`src/rtl/mux_pkg.sv`:
```
// Shared types and encodings for the N:1 registered scan multiplexer.
// Latency: n/a (types and constants only).
// Backpressure: n/a.
package mux_pkg;

    typedef enum logic [1:0] {
        IDLE   = 2'd0,
        MANUAL = 2'd1,
        SCAN   = 2'd2
    } mux_state_t;

    localparam logic MODE_MANUAL = 1'b0;
    localparam logic MODE_SCAN   = 1'b1;

endpackage

```
`src/rtl/scan_counter.sv`:
```
// Channel pointer and dwell counter for the auto-scan sweep.
// Latency: eptr/last are combinational from the registers; they advance one step per enabled edge.
// Backpressure: none; step_en is the only advance qualifier.
module scan_counter #(
    parameter  int N     = 8,
    parameter  int DWELL = 0,
    localparam int SEL_W = $clog2(N)
) (
    input  logic             clk,
    input  logic             rst_n,
    input  logic             active,
    input  logic             step_en,
    output logic [SEL_W-1:0] eptr,
    output logic             last
);
    import mux_pkg::*;

    localparam int CNT_W = ($clog2(DWELL + 1) > 1) ? $clog2(DWELL + 1) : 1;
    localparam logic [CNT_W-1:0] CNT_LAST = CNT_W'(DWELL);
    localparam logic [SEL_W-1:0] PTR_LAST = SEL_W'(N - 1);

    logic [SEL_W-1:0] ptr_q, ptr_d;
    logic [CNT_W-1:0] cnt_q, cnt_d;
    logic [CNT_W-1:0] ecnt;

    // Outside SCAN the registers are masked to zero, so any entry into SCAN restarts the sweep.
    always_comb begin
        eptr  = active ? ptr_q : '0;
        ecnt  = active ? cnt_q : '0;
        last  = (ecnt == CNT_LAST) && (eptr == PTR_LAST);
        ptr_d = ptr_q;
        cnt_d = cnt_q;
        if (step_en) begin
            if (ecnt == CNT_LAST) begin
                cnt_d = '0;
                ptr_d = (eptr == PTR_LAST) ? '0 : eptr + 1'b1;
            end else begin
                cnt_d = ecnt + 1'b1;
                ptr_d = eptr;
            end
        end
    end

    // Sweep position registers.
    always_ff @(posedge clk or negedge rst_n) begin
        if (!rst_n) begin
            ptr_q <= '0;
            cnt_q <= '0;
        end else begin
            ptr_q <= ptr_d;
            cnt_q <= cnt_d;
        end
    end

endmodule

```
`src/rtl/mux_nto1_scan.sv`:
```
// Registered N:1 mux with manual select and auto-scan sweep, tagged with channel/valid/wrap.
// Latency: 1 cycle from din/sel/en/mode to y/ch/valid/wrap.
// Backpressure: none; disabled or illegal selection holds y/ch and drops valid.
module mux_nto1_scan #(
    parameter  int N     = 8,
    parameter  int W     = 1,
    parameter  int DWELL = 0,
    localparam int SEL_W = $clog2(N)
) (
    input  logic             clk,
    input  logic             rst_n,
    input  logic [N*W-1:0]   din,
    input  logic [SEL_W-1:0] sel,
    input  logic             en,
    input  logic             mode,
    output logic [W-1:0]     y,
    output logic [SEL_W-1:0] ch,
    output logic             valid,
    output logic             wrap
);
    import mux_pkg::*;

    localparam logic [SEL_W:0] N_C = (SEL_W + 1)'(N);

    mux_state_t       state_q, state_d;
    logic [W-1:0]     y_q, y_d;
    logic [SEL_W-1:0] ch_q, ch_d;
    logic             valid_q, valid_d;
    logic             wrap_q, wrap_d;

    logic             scan_active;
    logic             scan_step;
    logic [SEL_W-1:0] eptr;
    logic             last;
    logic             sel_ok;
    logic [W-1:0]     man_dat;
    logic [W-1:0]     scan_dat;

    assign scan_active = (state_q == SCAN);
    assign scan_step   = en && (mode == MODE_SCAN);

    scan_counter #(
        .N     (N),
        .DWELL (DWELL)
    ) u_scan_counter (
        .clk     (clk),
        .rst_n   (rst_n),
        .active  (scan_active),
        .step_en (scan_step),
        .eptr    (eptr),
        .last    (last)
    );

    // Channel pick for both sources; compare-based so an illegal sel never reaches an undefined slice.
    always_comb begin
        sel_ok   = ({1'b0, sel} < N_C);
        man_dat  = '0;
        scan_dat = '0;
        for (int k = 0; k < N; k++) begin
            if (sel == SEL_W'(k)) begin
                man_dat = din[k*W +: W];
            end
            if (eptr == SEL_W'(k)) begin
                scan_dat = din[k*W +: W];
            end
        end
    end

    // Next state and next output values; outputs hold unless a legal sample is taken.
    always_comb begin
        state_d = IDLE;
        y_d     = y_q;
        ch_d    = ch_q;
        valid_d = 1'b0;
        wrap_d  = 1'b0;
        if (en) begin
            if (mode == MODE_SCAN) begin
                state_d = SCAN;
                y_d     = scan_dat;
                ch_d    = eptr;
                valid_d = 1'b1;
                wrap_d  = last;
            end else begin
                state_d = MANUAL;
                if (sel_ok) begin
                    y_d     = man_dat;
                    ch_d    = sel;
                    valid_d = 1'b1;
                end
            end
        end
    end

    // State and output registers.
    always_ff @(posedge clk or negedge rst_n) begin
        if (!rst_n) begin
            state_q <= IDLE;
            y_q     <= '0;
            ch_q    <= '0;
            valid_q <= 1'b0;
            wrap_q  <= 1'b0;
        end else begin
            state_q <= state_d;
            y_q     <= y_d;
            ch_q    <= ch_d;
            valid_q <= valid_d;
            wrap_q  <= wrap_d;
        end
    end

    assign y     = y_q;
    assign ch    = ch_q;
    assign valid = valid_q;
    assign wrap  = wrap_q;

endmodule

```
`config.mk`:
```
export PLATFORM = sky130hd
export DESIGN_NAME = mux_nto1_scan
export DESIGN_NICKNAME = d
export VERILOG_FILES = /design/src/rtl/mux_pkg.sv /design/src/rtl/scan_counter.sv /design/src/rtl/mux_nto1_scan.sv
export SDC_FILE = /design/constraint.sdc
export NUM_CORES = 1
export LEC_CHECK = 0
export CAP_MARGIN = 20
export CORE_MARGIN = 4
export CORE_UTILIZATION = 39
export DETAILED_ROUTE_END_ITERATION = 12
export GPL_TIMING_DRIVEN = 0
export PLACE_DENSITY = 0.72
export SLEW_MARGIN = 20
export SYNTH_ARGS = -nofsm -noshare
export SYNTH_HDL_FRONTEND = slang
export SYNTH_SLANG_ARGS = --single-unit
```
`constraint.sdc`:
```
create_clock -name clk -period 1.9 [get_ports clk]
set_input_delay 0.38 -clock clk [delete_from_list [all_inputs] [get_ports clk]]
set_output_delay 0.38 -clock clk [all_outputs]
set_load 0.03 [all_outputs]
```
After elaboration in Yosys (flattened, before gate mapping)
Index checks and enable logic that the tools add are counted. Widths: inputs -> output; s select.

Bits in registers: 12. Input bits: 15. Logic and storage cells: 57.

Add/sub/neg operators: 2. Equal/unequal tests: 15. Multiplexer cells: 28. Bitwise operators: 1. Reduce and logical (&&, ||, !) cells: 4.

Operators by type and width (number): $eq 3x3->1 const B (8); $mux 1 (22); $eq 3x2->1 const B (4); $mux 3 (4); $eq 3x1->1 const B (2); $logic_not 3->1 (2); $mux 2 (2); $add 3x1->3 const B (1); $eq 2x2->1 const B (1); $logic_and 1x1->1 (2); $add 1x1->1 const B (1); $not 1->1 (1).

Depth between registers and ports, before layout
Gate-level depths: netlist of the first run.

Depth in word-level cells: 12. Mapped depth: 9. Depth with buffers taken out: 9.

Hierarchy
Synthesis of the first run repeated with hierarchy kept, for this count alone.

Cells, all modules: 44. Area total of the unflattened synthesis: 593.1 um^2.

Modules (own cells, without submodules): mux_nto1_scan (times used 1, cells each 32, area each 435.4 um^2, sequential area each 200.2 um^2); scan_counter (times used 1, cells each 12, area each 157.7 um^2, sequential area each 75.1 um^2).

Worst setup path after synthesis of the first run
OpenSTA, ideal clock, no wires.

Kind: flip-flop to flip-flop. From: reg state_q[1]. To: reg y_q (netlist: y). Arrival: 1852 ps. Setup slack: -79 ps. Cell stages (with the launch flop): 10. Path buffers: 0. Period minus slack after synthesis: 1979 ps. Cells stage by stage: dfrtp_1 > nor2b_1 > nand2_1 > inv_1 > ha_1 > ha_1 > nor4bb_1 > a2111oi_0 > o21ai_0 > a311o_1.

Word-level cells in the longest chain between the ends: 12. Elaborated cells between the ends (all ways): 19. Classes of those cells: 8 x eq/ne; 10 x mux; 1 x reduce/logical.

RTL lines: from (decl) (RTL line mux_nto1_scan.sv:25) `mux_state_t state_q, state_d;`; from (signal assigned) (RTL line mux_nto1_scan.sv:103) `state_q <= state_d;`; $eq 2x2->1 (*) (RTL line mux_nto1_scan.sv:39) `assign scan_active = (state_q == SCAN);`; $mux 3 (*) (RTL line scan_counter.sv:28) `eptr = active ? ptr_q : '0;`; $logic_not 3->1 (RTL line mux_nto1_scan.sv:63) `if (eptr == SEL_W'(k)) begin`; $mux 1 (7 in a row) (RTL line mux_nto1_scan.sv:63); $mux 1 (*) (RTL line mux_nto1_scan.sv:63); $mux 1 (*) (RTL line mux_nto1_scan.sv:77) `if (mode == MODE_SCAN) begin`; to (signal assigned) (RTL line mux_nto1_scan.sv:104) `y_q <= y_d;`; to (decl) (RTL line mux_nto1_scan.sv:26) `logic [W-1:0] y_q, y_d;`.

Every way passes the cells marked *; elsewhere a longest branch is shown, timed or not. A chain may end at the register's enable or synchronous reset.

Worst setup path in the final report of the first run
From: reg state_q[0]. To: reg y_q (netlist: y).

Same word-level chain as after synthesis.

==> flow_summary.ini, run 1 <==
[outcome]
status = finished with violations
violations = setup timing

[final_layout]
layout_commonest_cell = clkdlybuf4s50_1
utilization = 0.700
final_cell_mix = clkdlybuf4s50_1, dfrtp_1, buf_4, nand2_1, inv_1
nNetsFinal = 120
n_antenna_cell = 0
areaGrowthSynthToFinish_pct = 64.4
finalNonFillerCells = 114
drive_above_1_share = 0.296

[synthesis]
synth_top_family_by_area = simple AND/OR/NAND/NOR gates
synth-seq-cells = 11
synth_fp_nets = 87
synth_xor_area_frac = 0
syn_avg_cell_area_um2 = 9.95
ys_types = 24
synthCells = 66
yosysSeqAreaShare = 0.419
yosys_warnings = 0
syn_area_um2 = 657
synth-simple-area-share = 0.154
synth_adder_area_share = 0.114
synthMuxAreaShare = 0.112
synth_compound_area_frac = 0.149

[drt]
firstDrtPassIters = 4
vias = 604
ant_nets = 0
vias_per_cell = 5.30
wirelength_mm = 1.72
wire_per_inst_um = 15.1
drt-initial-drc-count = 8
drc = 0

[clock_network]
clk_latency_ps = 260
root_buffer = clkbuf_4
cts_buffers = 3
cts_tree = done
clk_pin_slew_ps = 60
cts_buffer_depth = 2
cts_sinks = 11
ctsHoldBuffers = 0
htree_levels = 1

[worst_setup_path]
critPathMaxFanout = 3
required_ps = 2050
crit_type = flop to flop
r2r-end = y
cp-startpoint = state_q[0]
crit_arrival_ps = 2090
critPathCapture = y
worst-r2r-setup-slack_ps = -40
r2r_start = state_q[0]
crit_path_start_kind = flop
r2r_cells = 9
crit_path_end_kind = flop

[grt]
grt.overflow.total = 0
grt_max_degree = 12
grt_usage = 0.139
grt_pass1_wl_mm = 2.67
grt_antenna_before_repair = 0
grt_pass1_vias = 589

[sta]
period_needed_ps = 1940
final_hold_viol_count = 0
finalSetupViolations = 1
tightestPinTransition_ps = 475
finalCritPeriodShare = 1.02
finClkSkew_ps = 0.868
worst_slack_ps = -42.0
slew_headroom = 0.683
finalMaxSlewViolations = 0
rsz0062_at_grt = yes
max_freq_ghz = 0.515

[placed_design]
dpl.hpwl_mm = 1.16
port_buffers = 19
preCtsSetupSlack_ps = -214
gp_congestion = 0.766
place_inst = 101

[power]
power-per-cell-area_mw_per_mm2 = 551
p_leak_nw = 0.493
power.total_mw = 0.595
ir_drop_mv = 0.457

[floorplanning]
die_h_um = 49.0
die_w_um = 49.0
die-area_mm2 = 0.00240
io_pins = 21
core-area_mm2 = 0.00154
start_util = 0.426
rows = 14

[hold_path]
hp-class = input pin to asynchronous set/reset pin

[run]
max-cap-violations = 0
-- cell type report --
cell class	count	area, um^2
buffer	2	7.51
timing repair buffer	28	265
fill	111	462
multi-input combinational	46	454
tap	16	20.0
inverter	7	31.3
clock buffer	4	26.3
sequential	11	275
-- report_power, final --
group          leakage (nW)  internal, mW  switching [mW]
clock                0.0150        0.0813          0.0725
sequential            0.138         0.252          0.0106
combinational         0.340        0.0927          0.0861
total                 0.493         0.426           0.169
-- sequential cells by signal, summed over array words and instances, names as in the netlist --
register,count
valid,1
state_q,2
ch,3
y,1
u_scan_counter.ptr_q,3
wrap,1
-- metal layers --
metal  GRT usage  vias to the layer above  part of all wire
met2       0.257                       20              0.52
met5           0                        -                 0
met1       0.151                      280              0.43
met3      0.0581                        0             0.055
li1            -                      304                 -
met4      0.0135                        0                 0
-- worst max-delay path: stages (launching register included) --
cell and delay, ps:
dfrtp_1 390, nor2b_4 170, nand2_2 100, buf_6 130, ha_4 150, buf_6 120
a21oi_2 120, a221oi_2 60, a211o_1 270, a311o_1 310
-- how the worst min path moves through the flow --
stage,end,slack (ps),start,cells after the start
floorplan,ch[0],80,rst_n,0
global placement,u_scan_counter.ptr_q[2],470,u_scan_counter.ptr_q[2],2
detailed placement,u_scan_counter.ptr_q[2],480,u_scan_counter.ptr_q[2],2
CTS,u_scan_counter.ptr_q[2],450,rst_n,1
global route,u_scan_counter.ptr_q[2],470,rst_n,1
finish,y,440,rst_n,1
-- cells in the mapped netlist (all sizes together) --
cell     instances  area [um^2]
dfrtp           11          275
nand2            8         30.0
inv              7         26.3
ha               6         75.1
a21oi            4         20.0
mux2i            4         40.0
nor2             4         15.0
nor2b            3         18.8
o21ai            3         15.0
clkbuf           2         7.51
a2111oi          1         8.76
a211o            1         8.76
a221oi           1         8.76
a311o            1         10.0
and3             1         6.26
and3b            1         8.76
mux2             1         11.3
mux4             1         22.5
nand3            1         5.00
nand3b           1         7.51
nor4bb           1         10.0
o2111a           1         11.3
o2111ai          1         8.76
o22ai            1         6.26
-- through the flow --
step	area, um^2	setup TNS [ps]	hold slack [ps]
6_report	1080	-42.0	437
5_1_grt	1080	-135	474
4_1_cts	1010	-66.6	447
3_5_place_dp	880	-214	479
3_3_place_gp	880	-219	468
2_1_floorplan	669	0	84.4
-- what timing repair did --
action | in CTS | in global routing
buffers inserted | 6 | 3
pin swaps | 9 | 8
gates resized for setup | 11 | 10
setup endpoints to repair | 1 | 1
-- cells by family (layout without fill, tap and decap cells) --
logic type | after synthesis | after routing
adders and majority gates | 6 | 6
DFF | 11 | 11
and+or+nand+nor | 20 | 20
AOI/OAI and AO/OA | 14 | 14
muxes | 6 | 6
buffers and inverters | 9 | 41
(Power assumes the default switching activity.)
==> run 2, diff against run 1 <==
--- a/config.mk
+++ b/config.mk
@@ -11,7 +11,6 @@
 export DETAILED_ROUTE_END_ITERATION = 12
 export GPL_TIMING_DRIVEN = 0
 export PLACE_DENSITY = 0.72
-export SLEW_MARGIN = 20
 export SYNTH_ARGS = -nofsm -noshare
 export SYNTH_HDL_FRONTEND = slang
 export SYNTH_SLANG_ARGS = --single-unit
==> results of run 2 <==
Final layout, timing and power as in run 1 (identical DEF).
==> RTL change: new RTL, config.mk and constraints of run 2 <==
Register the output `y` once more, without a reset; this adds one clock of latency there. The other outputs are not delayed to match. Comments in the files are not updated.
--- a/src/rtl/mux_nto1_scan.sv
+++ b/src/rtl/mux_nto1_scan.sv
@@ -109,5 +109,7 @@
     end
 
-    assign y     = y_q;
+    always_ff @(posedge clk) begin
+        y <= y_q;
+    end
     assign ch    = ch_q;
     assign valid = valid_q;
Formal check against the unedited RTL: not equivalent (Yosys sat finds a counterexample within 4 cycles, from zero or initial values and one cycle with rst_n low).
==> RTL change against run 2 <==
- the flow still finishes with violations (negative setup slack)
- worst setup slack lost 10 ps
- non-clock buffer count is 3 lower
- wire length increased by 0.64%
- cell count is 7.0% higher
- die area increased by 4.5%
- cell area fell by 2.3%
- critical path depth unchanged
- power is 3.0% higher
- area after synthesis rose by 5.3%
- sequential cell count is 1 higher
- largest power group unchanged
==> RTL change: results (changes against run 2) <==
use_met1_pct: 15.77  # +0.65 points
place_hpwl_um: 1224  # +5.1%
status: "finished, violations left"
synth-seq-cells: 12  # +1
drt_iter0_drc: 18  # +10
wl_met2_um: 927  # +3.8%
setup_tns_ps: -52.47  # -10.48 ps
stdcell_count: 122  # +7.0%
grt_first_pass_wirelength_um: 2835  # +6.2%
wl_met3_um: 108  # +15%
nMultiInputCombCells: 48  # +4.3%
use_met3_pct: 6.325  # +0.51 points
min_path_type: "reg -> reg"
viasPerCell: 4.967  # -6.2%
layout_setup_ws_ps: -52.47  # -10.48 ps
grt_pass1_vias: 634  # +7.6%
critPathMaxStageDelay_ps: 370  # -20 ps
critPathArrivalTime_ps: 2110  # +20 ps
postSynthAreaPerCell_um2: 10.03  # +0.75%
fin_worst_skew_ps: 1.505  # +0.6363 ps
synth_seq_area_share_pct: 42.68  # +0.77 points
r2r_start: "state_q[1]"
design_area_um2: 1055  # -2.3%
finalSetupViolCount: 1  # unchanged
grt_usage_pct: 15.35  # +1.4 points
synthTopCellsByArea: "dfrtp_1 40%, ha_1 11%, mux2i_1 5.8%, nand2_1 4.3%, inv_1 3.8%"
seqAreaFraction_pct: 28.00  # +2.5 points
failed_checks: "negative setup slack"
place_inst: 112  # +11%
synthesis.nets: 90  # +3.4%
p_leak_nw: 0.4834  # -2.0%
RTL change: worst min path at each step:
stage	startpoint	endpoint	slack, ps	cells past startpoint
2_1_floorplan	rst_n	ch[0]	80	0
3_3_place_gp	y_q	y	350	0
3_5_place_dp	y_q	y	360	0
5_1_grt	y_q	y	390	0
4_1_cts	y_q	y	380	0
6_report	y_q	y	380	0
RTL change: cells by family (layout without fill, tap and decap cells):
logic type | count (synthesis) | count (layout)
and+or+nand+nor | 20 | 20
AOI/OAI and AO/OA | 15 | 15
DFF | 12 | 12
buffers and inverters | 9 | 38
muxes | 7 | 7
adders and majority gates | 6 | 6
RTL change: report_power, final:
part	total [mW]	internal, mW	switching, mW
Combinational	0.164	0.0846	0.0795
Sequential	0.286	0.276	0.00996
Clock	0.163	0.0815	0.0811
Total	0.613	0.443	0.171
RTL change: timing repair:
action,CTS,global route
setup buffers,5,1
gates resized for setup,11,4
setup endpoints to repair,1,1
gates cloned,0,0
hold endpoints to repair,0,0
pin swaps,6,5
